`config.mk`:
```
export PLATFORM = sky130hd
export DESIGN_NAME = uart_tx_fifo
export DESIGN_NICKNAME = d
export VERILOG_FILES = /design/src/rtl/uart_tx_fifo.sv
export SDC_FILE = /design/constraint.sdc
export NUM_CORES = 1
export LEC_CHECK = 0
export CORE_AREA = 2 2 149 151
export CTS_CLUSTER_DIAMETER = 50
export DETAILED_ROUTE_END_ITERATION = 12
export DIE_AREA = 0 0 151 153
export SETUP_SLACK_MARGIN = 0.5
export SYNTH_ARGS = -nofsm -noshare
export SYNTH_HDL_FRONTEND = slang
export SYNTH_SLANG_ARGS = --single-unit
```
`constraint.sdc`:
```
create_clock -name clk -period 7.3 [get_ports clk]
set_input_delay 1.825 -clock clk [delete_from_list [all_inputs] [get_ports clk]]
set_output_delay 1.825 -clock clk [all_outputs]
set_load 0.02 [all_outputs]
```
`src/rtl/uart_tx_fifo.sv`:
```
// Buffered 8N1 UART transmitter: a small synchronous FIFO feeding an LSB-first
// serialiser with a fixed baud divider. All outputs are registered.
module uart_tx_fifo #(
    parameter int BAUD_DIV = 104,
    parameter int FIFO_AW  = 4
) (
    input  logic               clk,
    input  logic               rst,
    input  logic [7:0]         din,
    input  logic               wr,
    output logic               full,
    output logic               empty,
    output logic [FIFO_AW:0]   count,
    output logic               overflow,
    output logic               tx,
    output logic               busy,
    output logic               bauds
);

    localparam int DEPTH = 1 << FIFO_AW;
    localparam int CW    = (BAUD_DIV > 2) ? $clog2(BAUD_DIV) : 1;
    localparam logic [CW-1:0]      CNT_LAST = CW'(BAUD_DIV - 1);
    localparam logic [CW-1:0]      CNT_ONE  = CW'(1);
    localparam logic [FIFO_AW-1:0] PTR_ONE  = FIFO_AW'(1);
    localparam logic [FIFO_AW:0]   CNT_FULL = (FIFO_AW + 1)'(DEPTH);
    localparam logic [FIFO_AW:0]   OCC_ONE  = (FIFO_AW + 1)'(1);

    typedef enum logic [1:0] {IDLE, START, DATA, STOP} state_t;

    state_t               state_q, state_d;
    logic [CW-1:0]        cnt_q, cnt_d;
    logic [2:0]           bit_q, bit_d;
    logic [7:0]           shift_q, shift_d;
    logic [7:0]           mem_q [DEPTH];
    logic [FIFO_AW-1:0]   wptr_q, wptr_d, rptr_q, rptr_d;
    logic [FIFO_AW:0]     count_q, count_d;
    logic                 full_q, full_d, empty_q, empty_d;
    logic                 overflow_q, overflow_d;
    logic                 tx_q, tx_d, busy_q, busy_d, bauds_q, bauds_d;
    logic                 pop, wr_acc, tick;

    assign tick = (cnt_q == CNT_LAST);

    always_ff @(posedge clk or posedge rst) begin
        if (rst) begin
            state_q <= IDLE;
        end else begin
            state_q <= state_d;
        end
    end

    always_comb begin
        state_d = state_q;
        cnt_d   = cnt_q;
        bit_d   = bit_q;
        shift_d = shift_q;
        pop     = 1'b0;
        case (state_q)
            IDLE: begin
                if (!empty_q) begin
                    pop     = 1'b1;
                    shift_d = mem_q[rptr_q];
                    cnt_d   = '0;
                    state_d = START;
                end
            end
            START: begin
                if (tick) begin
                    cnt_d   = '0;
                    bit_d   = '0;
                    state_d = DATA;
                end else begin
                    cnt_d = cnt_q + CNT_ONE;
                end
            end
            DATA: begin
                if (tick) begin
                    cnt_d   = '0;
                    shift_d = {1'b0, shift_q[7:1]};
                    if (bit_q == 3'd7) begin
                        state_d = STOP;
                    end else begin
                        bit_d = bit_q + 3'd1;
                    end
                end else begin
                    cnt_d = cnt_q + CNT_ONE;
                end
            end
            STOP: begin
                if (tick) begin
                    cnt_d = '0;
                    // Chain straight into the next frame so the link never idles.
                    if (!empty_q) begin
                        pop     = 1'b1;
                        shift_d = mem_q[rptr_q];
                        state_d = START;
                    end else begin
                        state_d = IDLE;
                    end
                end else begin
                    cnt_d = cnt_q + CNT_ONE;
                end
            end
            default: state_d = IDLE;
        endcase
    end

    // Outputs are computed from next-state values so the registered copies line up.
    always_comb begin
        case (state_d)
            START:   tx_d = 1'b0;
            DATA:    tx_d = shift_d[0];
            default: tx_d = 1'b1;
        endcase
        busy_d  = (state_d != IDLE);
        bauds_d = busy_d && (cnt_d == CNT_LAST);
    end

    always_comb begin
        wr_acc     = wr && !full_q;
        overflow_d = overflow_q || (wr && full_q);
        wptr_d     = wr_acc ? wptr_q + PTR_ONE : wptr_q;
        rptr_d     = pop ? rptr_q + PTR_ONE : rptr_q;
        case ({wr_acc, pop})
            2'b10:   count_d = count_q + OCC_ONE;
            2'b01:   count_d = count_q - OCC_ONE;
            default: count_d = count_q;
        endcase
        full_d  = (count_d == CNT_FULL);
        empty_d = (count_d == '0);
    end

    always_ff @(posedge clk) begin
        if (wr_acc) begin
            mem_q[wptr_q] <= din;
        end
    end

    always_ff @(posedge clk or posedge rst) begin
        if (rst) begin
            cnt_q      <= '0;
            bit_q      <= '0;
            shift_q    <= '0;
            wptr_q     <= '0;
            rptr_q     <= '0;
            count_q    <= '0;
            full_q     <= 1'b0;
            empty_q    <= 1'b1;
            overflow_q <= 1'b0;
            tx_q       <= 1'b1;
            busy_q     <= 1'b0;
            bauds_q    <= 1'b0;
        end else begin
            cnt_q      <= cnt_d;
            bit_q      <= bit_d;
            shift_q    <= shift_d;
            wptr_q     <= wptr_d;
            rptr_q     <= rptr_d;
            count_q    <= count_d;
            full_q     <= full_d;
            empty_q    <= empty_d;
            overflow_q <= overflow_d;
            tx_q       <= tx_d;
            busy_q     <= busy_d;
            bauds_q    <= bauds_d;
        end
    end

    assign full     = full_q;
    assign empty    = empty_q;
    assign count    = count_q;
    assign overflow = overflow_q;
    assign tx       = tx_q;
    assign busy     = busy_q;
    assign bauds    = bauds_q;

endmodule

```
==> flow_summary.toml <==
[run_status]
outcome = "finished clean"

[routing]
dr.first_iter.drc_count = 303
ant_nets = 0
wl_mm = 14.4
vias = 3945
wl_per_cell_um = 18.8
vias_per_cell = 5.18
drc_errors = 0
drt_pass1_iterations = 4

[worst_setup_path]
critPathLaunchType = "primary input"
critPathRequiredTime_ps = 7630
critPathCaptureType = "flop"
crit_arrival_ps = 4850
worst-setup-path-type = "primary input to flop"
cp_max_fo = 10
critPathLaunch = "wr"
reg2reg_from = "cnt_q[0]"

[yosys]
syn_area_um2 = 7180
synthFlopType = "edfxtp_1"
synthMuxAreaShare_pct = 13.0
ys_top_cells_by_area = "edfxtp_1 (54%), dfrtp_1 (13%), mux4_2 (13%)"
ys_types = 52
synthCells = 444
avgSynthCellArea_um2 = 16.2
synth-simple-area-share_pct = 8.24
ys_warn_count = 0
synth_seq_cells = 167
yosys.area_share.adder_pct = 2.61
ys_async_sr_fraction_pct = 23.4
synth-edff-count = 128
synth_xor_area_share_pct = 1.22
synth_compound_area_share_pct = 5.84
yosysTopAreaCell = "edfxtp_1"
synth_nets = 470
synth_top_family_by_area = "multiplexers"
synth_seq_area_share_pct = 67.2
synth_top_area_share_pct = 53.5

[placed_design]
gp_congestion = 0.784
io_buffers = 21
dp_hpwl_mm = 9.08

[global_route]
grt_pass1_wl_mm = 22.4
grt_pass1_vias = 3897
grt_max_degree = 40
overflow = 0
antenna_found_initial = 0
track_usage_pct = 13.1

[clock_network]
clk_pin_slew_ps = 60
clk_path_buf_depth = 2
cts_resized = 0
numCtsBuffers = 17
ctsHoldBuffers = 0
clock_sinks = 167
cts-root-buf = "clkbuf_16"
tritoncts = "built"
cts_setup_buffers = 0
clock_latency_ps = 430
h-tree-depth = 4

[timing]
finalHoldViolations = 0
rsz0062_at_grt = "false"
slew_headroom_pct = 21.8
max_clock_freq_mhz = 221
timing.setup.tns_ps = 0
drv_slew = 0
whs_ps = 454
tightest_slew_ps = 1170
setup_viol = 0
skew_ps = 10.6
period_minus_slack_ps = 4520
timing.final.crit_share_pct = 61.9

[cells_and_area]
final_net_count = 495
drive_gt1_share_pct = 18.5
num_antenna_cells = 0
area_growth_pct = 15.5

[floorplan]
die_y_um = 153
start_util_pct = 33.4
core_area_um2 = 21500
io_pins = 22
num_rows = 54
die_x_um = 151
dieArea_um2 = 23100

[worst_hold_path]
min_path_type = "flop to flop"
holdCritStartpoint = "overflow"

[power]
powerDensity_nw_per_um2 = 381
leakage_nw = 2.85
ir_drop_mv = 0.194
total_power_w = 0.00316

[flow_run]
drv_cap = 0
cell usage after synthesis, types with 3 or more instances:
cell type,number
mux4_2,40
nor2b_1,4
buf_2,8
nand3_1,14
nor3b_1,3
o21ai_0,19
ha_1,15
nor3_1,13
nor2_1,22
clkbuf_1,11
a22oi_1,7
xnor2_1,9
nand2_1,29
a21o_1,3
a22o_1,3
inv_1,12
and3_1,5
a21oi_1,8
edfxtp_1,128
nor4b_1,3
dfrtp_1,37
a211oi_1,4
nand4_1,3
nand2b_1,9
state kept, by name, summed over array words and instances (netlist names), 2 cells and up:
| signal | flops |
|---|---|
| count | 5 |
| mem_q | 128 |
| rptr_q | 4 |
| wptr_q | 4 |
| shift_q | 8 |
| bit_q | 3 |
| state_q | 2 |
| cnt_q | 7 |
layer usage:
metal,up-vias,share of wire [%],routed length [µm],track usage (%)
li1,1794,-,-,-
met1,2034,46,6570,18.4
met2,101,48,6860,20.2
met3,16,4.9,701,3.10
met4,0,1.5,215,4.23
met5,-,0,0,0
worst paths after layout:
check | endpoint | slack [ps] | cells after the start
hold reg to reg | overflow | 450 | 1
max in group asynchronous | rptr_q[0] | 5100 | 3
setup / recovery | full | 2780 | 12
setup reg to reg | full | 3880 | 11
min in group asynchronous | count[4] | 1830 | 3
hold / removal | overflow | 450 | 1
stage by stage:
stage | worst slack [ps] | area (µm²) | std cells | util [%]
floorplan | 3110 | 7180 | 444 | -
global placement | 2550 | 7700 | 730 | 35.8
detailed placement | 2370 | 7700 | 730 | 35.8
CTS | 2810 | 8290 | 762 | 38.6
global route | 2460 | 8290 | 762 | 38.6
finish | 2780 | 8290 | 762 | 38.6
worst max-delay path: stages:
cell and delay (ps):
clkdlybuf4s50_1 470, nor2b_1 590, or3_4 270, or2_1 210
xnor2_1 150, ha_1 220, nor2b_1 180, nor4b_1 260
o21bai_1 120, nand4b_1 110, nor4b_4 240, nor3b_1 210
cells by family (layout without fill, tap and decap cells):
group / after synthesis / count (layout)
simple gates: 114 / 114
fa+ha+maj: 15 / 15
compound gates: 61 / 61
xor+xnor: 10 / 10
flops: 167 / 167
buf+inv: 34 / 72
mux: 43 / 43
cells in the final DEF (no fill, tap or decap), drive strengths merged, types with 4 or more instances in the layout:
| cell | instances |
|---|---|
| a211oi | 4 |
| a21oi | 9 |
| a22oi | 7 |
| and3 | 5 |
| buf | 7 |
| clkbuf | 17 |
| clkdlybuf4s50 | 21 |
| clkinv | 4 |
| dfrtp | 37 |
| edfxtp | 128 |
| ha | 15 |
| inv | 19 |
| mux4 | 40 |
| nand2 | 29 |
| nand2b | 9 |
| nand3 | 14 |
| nor2 | 22 |
| nor2b | 4 |
| nor3 | 13 |
| nor4b | 4 |
| o21ai | 19 |
| xnor2 | 9 |
report_power, final:
part / total [W] / switching, W / internal, W
clock network: 0.000902 / 0.000390 / 0.000512
registers: 0.00131 / 0.000128 / 0.00118
logic: 0.000951 / 0.000495 / 0.000456
total: 0.00316 / 0.00101 / 0.00215
cell type report:
type / instances / area, µm²
well taps: 280 / 350
clock inverters: 15 / 164
inverters: 12 / 45.0
clock buffers: 17 / 425
flip-flops and latches: 167 / 4820
fillers: 1972 / 13200
repair buffers: 28 / 263
multi-input cells: 243 / 2220
No activity file was read; power rests on OpenSTA's default activity.
